`config.mk`:
```
export PLATFORM = sky130hd
export DESIGN_NAME = bridge_read_scheduler
export DESIGN_NICKNAME = d
export VERILOG_FILES = /design/src/rtl/bridge_sched_pkg.sv /design/src/rtl/bridge_read_scheduler_rr_pick2.sv /design/src/rtl/bridge_read_scheduler.sv
export SDC_FILE = /design/constraint.sdc
export NUM_CORES = 1
export LEC_CHECK = 0
export CELL_PAD_IN_SITES_DETAIL_PLACEMENT = 2
export CELL_PAD_IN_SITES_GLOBAL_PLACEMENT = 2
export CORE_MARGIN = 2
export CORE_UTILIZATION = 24
export DETAILED_ROUTE_END_ITERATION = 12
export PLACE_DENSITY_LB_ADDON = 0.1
export SLEW_MARGIN = 20
export SYNTH_ARGS = -nofsm -noshare
export SYNTH_HDL_FRONTEND = slang
export SYNTH_SLANG_ARGS = --single-unit
export TNS_END_PERCENT = 10
```
`constraint.sdc`:
```
create_clock -name clk -period 17.2 [get_ports clk]
set_input_delay 3.44 -clock clk [delete_from_list [all_inputs] [get_ports clk]]
set_output_delay 3.44 -clock clk [all_outputs]
set_load 0.02 [all_outputs]
```
`src/rtl/bridge_sched_pkg.sv`:
```
// -----------------------------------------------------------------------------
// bridge_sched_pkg
//   Shared constants and types for the External-Bridge-to-Avalon read
//   scheduler. Every file of the scheduler imports this package.
//
//   ADDR_BITS    byte address width of the bridge
//   DATA_BITS    width of one read beat
//   LEN_BITS     width of the per-request beat count
//   NUM_CLIENTS  number of block-read requesters (fixed at 2)
//   BEAT_BYTES   address stride between consecutive beats
// -----------------------------------------------------------------------------
package bridge_sched_pkg;

   localparam int ADDR_BITS   = 26;
   localparam int DATA_BITS   = 128;
   localparam int LEN_BITS    = 10;
   localparam int NUM_CLIENTS = 2;
   localparam int BEAT_BYTES  = DATA_BITS / 8;

   typedef enum logic [1:0] {
      IDLE,
      ISSUE,
      STEP,
      DONE
   } sched_state_t;

   // Index of a requester; one bit is enough for two clients.
   typedef logic client_id_t;

   // One-hot client vector for a client index.
   function automatic logic [NUM_CLIENTS-1:0] client_onehot(input client_id_t id);
      client_onehot     = '0;
      client_onehot[id] = 1'b1;
   endfunction

endpackage

```
`src/rtl/bridge_read_scheduler_rr_pick2.sv`:
```
// -----------------------------------------------------------------------------
// rr_pick2
//   Combinational two-way round-robin picker. With a single requester that
//   requester wins; with both requesting, the client that did not win last
//   time wins.
//
//   req    in   2   request per client
//   last   in   1   index of the previous winner
//   grant  out  2   one-hot winner, 0 when nobody requests
// -----------------------------------------------------------------------------
module rr_pick2
   import bridge_sched_pkg::*;
(
   input  logic [1:0] req,
   input  client_id_t last,
   output logic [1:0] grant
);

   // NOTE: every output of a combinational block gets a default first so that
   // no path through the block can leave it unassigned and infer a latch.
   always_comb begin
      grant = req;
      if (req == 2'b11) begin
         grant = last ? 2'b01 : 2'b10;
      end
   end

endmodule

```
`src/rtl/bridge_read_scheduler.sv`:
```
// -----------------------------------------------------------------------------
// bridge_read_scheduler
//   Shares the single External-Bridge-to-Avalon read port between two
//   block-read requesters (fp_mac weight fetch and image-line fetch). Each
//   granted request reads c_len consecutive 128-bit beats starting at c_addr;
//   every beat is returned on rd_data with a one-cycle rd_valid pulse to the
//   owner, and c_done pulses together with the last beat.
//
//   Optional feature macro: BRIDGE_TIMEOUT_EN
//     defined   - an ack watchdog aborts a beat that waits TIMEOUT_CYC cycles;
//                 the request then finishes with c_done and c_err both high.
//     undefined - ISSUE waits for the ack indefinitely; c_err is always 0.
//
//   clk                    in   system clock
//   reset                  in   asynchronous, active-high
//   c_req                  in   level request per client, held until c_done
//   c_addr                 in   start byte address per client (16-byte aligned)
//   c_len                  in   beats to read per client
//   c_grant                out  one-hot owner of the bridge, 0 when idle
//   rd_valid               out  one-cycle pulse per returned beat, to owner
//   rd_data                out  registered beat data, valid with rd_valid
//   c_done                 out  one-cycle pulse when the owner's request ends
//   c_err                  out  qualifies c_done: request aborted by timeout
//   interface_address      out  bridge byte address
//   interface_byte_enable  out  all ones while interface_read is high
//   interface_read         out  bridge read strobe
//   interface_acknowledge  in   bridge ack, read data valid in the same cycle
//   interface_read_data    in   bridge read data
// -----------------------------------------------------------------------------
module bridge_read_scheduler
   import bridge_sched_pkg::*;
#(
   parameter int TIMEOUT_CYC = 1024
) (
   input  logic                                 clk,
   input  logic                                 reset,
   input  logic [NUM_CLIENTS-1:0]               c_req,
   input  logic [NUM_CLIENTS-1:0][ADDR_BITS-1:0] c_addr,
   input  logic [NUM_CLIENTS-1:0][LEN_BITS-1:0]  c_len,
   output logic [NUM_CLIENTS-1:0]               c_grant,
   output logic [NUM_CLIENTS-1:0]               rd_valid,
   output logic [DATA_BITS-1:0]                 rd_data,
   output logic [NUM_CLIENTS-1:0]               c_done,
   output logic                                 c_err,
   output logic [ADDR_BITS-1:0]                 interface_address,
   output logic [BEAT_BYTES-1:0]                interface_byte_enable,
   output logic                                 interface_read,
   input  logic                                 interface_acknowledge,
   input  logic [DATA_BITS-1:0]                 interface_read_data
);

   sched_state_t           state;
   sched_state_t           next_state;
   client_id_t             owner;
   client_id_t             rr_last;
   logic [LEN_BITS-1:0]    beats_left;
   logic [NUM_CLIENTS-1:0] pick;
   client_id_t             pick_id;
   logic                   beat_ack;
   logic                   last_beat;
   logic                   timeout_hit;

   rr_pick2 u_rr_pick2 (
      .req   (c_req),
      .last  (rr_last),
      .grant (pick)
   );

   assign pick_id = pick[1];

   // An ack only counts while the strobe is actually out on the bridge.
   assign beat_ack  = (state == ISSUE) && interface_read && interface_acknowledge;
   assign last_beat = (beats_left == LEN_BITS'(1));

   assign interface_byte_enable = {BEAT_BYTES{interface_read}};

`ifdef BRIDGE_TIMEOUT_EN
   localparam int TO_BITS = $clog2(TIMEOUT_CYC + 1);

   logic [TO_BITS-1:0] wait_cnt;
   logic               waiting;

   assign waiting     = (state == ISSUE) && interface_read && !interface_acknowledge;
   assign timeout_hit = waiting && (wait_cnt == TO_BITS'(TIMEOUT_CYC - 1));

   // Counts strobe cycles of the current beat; any ack or leaving ISSUE clears it.
   always_ff @(posedge clk or posedge reset) begin
      if (reset) begin
         wait_cnt <= '0;
      end else if (waiting) begin
         wait_cnt <= wait_cnt + 1'b1;
      end else begin
         wait_cnt <= '0;
      end
   end
`else
   logic cfg_unused;

   assign timeout_hit = 1'b0;
   assign cfg_unused  = (TIMEOUT_CYC > 0);
`endif

   // NOTE: sequential state is written with non-blocking assignments only, so
   // every flop samples the values from before the clock edge.
   always_ff @(posedge clk or posedge reset) begin
      if (reset) begin
         state <= IDLE;
      end else begin
         state <= next_state;
      end
   end

   always_comb begin
      next_state = state;
      unique case (state)
         IDLE: begin
            if (|c_req) begin
               next_state = (c_len[pick_id] == '0) ? DONE : ISSUE;
            end
         end
         ISSUE: begin
            if (beat_ack) begin
               next_state = last_beat ? DONE : STEP;
            end else if (timeout_hit) begin
               next_state = DONE;
            end
         end
         STEP: begin
            next_state = ISSUE;
         end
         DONE: begin
            // A zero-length request enters DONE without a pulse; it stays one
            // extra cycle to emit c_done before returning to IDLE.
            if (|c_done) begin
               next_state = IDLE;
            end
         end
         default: begin
            next_state = IDLE;
         end
      endcase
   end

   always_ff @(posedge clk or posedge reset) begin
      if (reset) begin
         owner             <= 1'b0;
         rr_last           <= 1'b1;
         beats_left        <= '0;
         c_grant           <= '0;
         rd_valid          <= '0;
         rd_data           <= '0;
         c_done            <= '0;
         c_err             <= 1'b0;
         interface_address <= '0;
         interface_read    <= 1'b0;
      end else begin
         rd_valid <= '0;
         c_done   <= '0;
         c_err    <= 1'b0;

         // The first ISSUE cycle after a grant is an address setup cycle; after
         // STEP the strobe returns at once, giving exactly one idle cycle
         // between beats.
         interface_read <= (next_state == ISSUE) && (state != IDLE);

         case (state)
            IDLE: begin
               if (|c_req) begin
                  owner             <= pick_id;
                  rr_last           <= pick_id;
                  c_grant           <= pick;
                  interface_address <= c_addr[pick_id];
                  beats_left        <= c_len[pick_id];
               end
            end
            ISSUE: begin
               if (beat_ack) begin
                  rd_data    <= interface_read_data;
                  rd_valid   <= client_onehot(owner);
                  beats_left <= beats_left - 1'b1;
                  if (last_beat) begin
                     c_done <= client_onehot(owner);
                  end
               end else if (timeout_hit) begin
                  c_done <= client_onehot(owner);
                  c_err  <= 1'b1;
               end
            end
            STEP: begin
               // Wraps modulo 2^ADDR_BITS by plain truncation.
               interface_address <= interface_address + ADDR_BITS'(BEAT_BYTES);
            end
            DONE: begin
               if (|c_done) begin
                  c_grant <= '0;
               end else begin
                  c_done <= client_onehot(owner);
               end
            end
            default: begin
            end
         endcase
      end
   end

endmodule

```
==> impl_metrics.csv <==
group,metric,value,unit
placed_design,place_worst_setup_slack,11220,ps
floorplanning,io_pins,383,
routing,via_per_inst,4.56,
floorplanning,die_h,186,um
setup_path,crit_buf_inv,1,
sta,drv_slew,0,
clocking,clk_pin_slew,70,ps
clocking,cts.repair.resized,0,
setup_path,crit_family,"flip-flops",
sta,skew,10.0,ps
routing,drtAntennaViolNets,0,
finish,nets,1463,
setup_path,crit_fanout,20,
setup_path,cp.required,13760,ps
finish,final_util,38.8,%
sta,setup_slack,11480,ps
synth,ys.flop_type,"dfrtp_1",
floorplanning,initial_utilization,24.4,%
sta,period_share,33.3,%
flow_run,cap_violations,0,
clocking,cts_tree,"built",
placed_design,globalplace.congestion,0.739,
synth,synth.avg_cell_area,8.66,um2
setup_path,criticalPathCategory,"reg -> out",
synth,netlist_area,7910,um2
setup_path,crit_path_end_kind,"primary output",
finish,nFillCells,3632,
finish,synthToLayoutAreaGrowth,59.4,%
clocking,postCtsHoldBufs,0,
finish,design_area,12600,um2
clocking,worst_skew_pair.late_latency,440,ps
pwr,p_per_area,183,nW/um2
pwr,ir_worst_vdd,0.0000721,V
global_routing,grtUsageTotal,18.9,%
placed_design,dpl_cell_area,12000,um2
finish,layoutNonFillerInstCount,1711,
sta,final_hold_viol_count,0,
sta,fmax,175,MHz
routing,drt-initial-drc-count,279,
finish,layout-drive-gt1-share,5.05,%
synth,yosysWarnings,0,
floorplanning,die-area,34400,um2
floorplanning,core,32500,um2
sta,setup-violations-final,0,
synth,synth-seq-area-share,55.4,%
setup_path,cpMaxStageDelayCell,"dfrtp_1",
routing,routed_wl,32.6,mm
outcome,outcome,"completed",
clocking,postCtsSetupBuffers,0,
clocking,cts-root-buf,"clkbuf_16",
floorplanning,rows,66,
setup_path,arrival,2280,ps
sta,relSlewSlack,27.3,%
placed_design,portBuffers,381,
sta,rsz0062_at_grt,"false",
synth,synth_top_area_cell,"dfrtp_1",
global_routing,grt_max_degree,78,
synth,synth-seq-cells,175,
clocking,cts_buffer_depth,2,
worst_hold_path,worstHoldPathType,"reg -> reg",
synth,synth_top_area_share,55.1,%
synth,synth_cells,913,
synth,synth_fp_nets,1121,
synth,synth.area.top_cells,"dfrtp_1, nand2_1, clkbuf_1, buf_4, mux2_2",
placed_design,dp_hpwl,23.4,mm
routing,drc,0,
pwr,total_power,2.31,mW
setup_path,start_kind,"register",
sta,worst_pin_slew,1090,ps
global_routing,first_global_vias,8350,
sta,finalSetupTns,0,ps
placed_design,place_inst,1678,
setup_path,cpPeakStageDelay,1060,ps
clocking,cts_num_sinks,175,
synth,synth-edff-count,0,
routing,via_count,7801,
pwr,leakagePower,5.65,nW
sta,whs,475,ps
global_routing,grt_pass1_wl,49.4,mm
routing,first_pass_iters,4,
routing,post_drt_wl_per_cell,19.0,um
global_routing,grt-ovfl-total,0,
clocking,numCtsBuffers,17,
setup_path,crit_path_cell_trace,"clkdlybuf4s50_1",
synth,synthDistinctLibCells,64,
sta,period_needed,5720,ps
floorplanning,dieWidth,186,um
synth,async_reset_ff_share,100,%
clocking,htreeDepth,4,
global_routing,antenna_found_initial,1,
report_power, final:
group	total [mW]	switching (mW)	internal (mW)
registers	0.763	0.160	0.603
logic	1.16	0.644	0.512
clock network	0.393	0.181	0.212
total	2.31	0.985	1.33
layout by cell type (no fill, tap or decap), types with 3 or more instances in the layout:
cell             instances
nand2b_1                 5
clkbuf_16               17
nand2_1                439
nor2b_1                  3
clkbuf_8                 3
o21ai_0                 17
ha_1                     3
nand3_1                 18
inv_6                    4
clkinvlp_4               4
nor3_1                  13
a22oi_1                  6
nor2_1                  23
a311oi_1                 4
a32o_1                   4
a21oi_1                 19
or2_2                    3
dfrtp_1                174
clkdlybuf4s50_1        381
and3_1                  11
or4_1                    6
buf_4                    7
a31oi_1                 12
o22a_1                   4
inv_1                    6
mux2i_1                  8
mux2_2                   9
and2_1                   3
nand4_1                  5
routing by layer:
metal | share of wire [%] | vias to the layer above | GRT usage [%]
met4 | 1.3 | 0 | 5.05
met1 | 41 | 3867 | 22.5
met3 | 9.0 | 20 | 7.45
met2 | 49 | 240 | 31.9
met5 | 0 | - | 0
li1 | - | 3674 | -
synth_stat cells, types with 3 or more instances:
master	count
ha_1	3
buf_4	17
buf_1	3
a311oi_1	4
clkbuf_1	41
nand3_1	18
a32o_1	4
or2_2	3
mux2i_1	8
or4_1	6
o22a_1	4
inv_1	7
nor2_1	24
and2_1	3
mux2_2	9
nand4_1	5
buf_2	4
nand2_1	439
and3_1	11
dfrtp_1	174
a31oi_1	12
nand2b_1	5
nor3_1	13
o21ai_0	17
a21oi_1	19
nor2b_1	3
a22oi_1	6
sequential cells by signal (all words and copies together) (netlist names):
signal,flops
rd_data,128
interface_address,26
beats_left,10
c_done,2
c_grant,2
rd_valid,2
state,2
interface_read,1
owner,1
rr_last,1
final timing paths:
check,start,endpoint,slack [ps],cells past startpoint
worst max-delay path,interface_read$_DFF_PP0_,interface_byte_enable[6],11480,1
worst min-delay path,rd_data[121]$_DFFE_PP0P_,rd_data[121]$_DFFE_PP0P_,470,2
worst max register to register,interface_read$_DFF_PP0_,rd_data[44]$_DFFE_PP0P_,14070,4
worst min register to register,rd_data[121]$_DFFE_PP0P_,rd_data[121]$_DFFE_PP0P_,470,2
max in group asynchronous,reset,rd_data[82]$_DFFE_PP0P_,12440,3
min in group asynchronous,reset,rd_data[26]$_DFFE_PP0P_,3430,2
final cells by class:
cell class / count / area, um2 / share of cell area (%)
multi-input combinational: 666 / 3200 / 25.4
clock inverter: 11 / 105 / 0.834
sequential: 175 / 4380 / 34.7
clock buffer: 21 / 470 / 3.73
antenna: 1 / 2.50 / 0.0199
timing repair buffer: 388 / 3870 / 30.7
inverter: 7 / 31.3 / 0.248
tap: 442 / 553 / 4.39
kinds of logic (layout without fill, tap and decap cells):
group / Yosys count / count (layout) / synth area share [%]
AO/OA/AOI/OAI: 97 / 97 / 8.56
flip-flops: 175 / 175 / 55.4
buffers and inverters: 72 / 427 / 4.29
other: 1 / 2 / 0.0474
AND/OR/NAND/NOR: 548 / 548 / 28.9
adder cells (fa/ha/maj): 3 / 3 / 0.475
multiplexers: 17 / 17 / 2.29
Note: power is estimated with default switching activity, not from simulation.
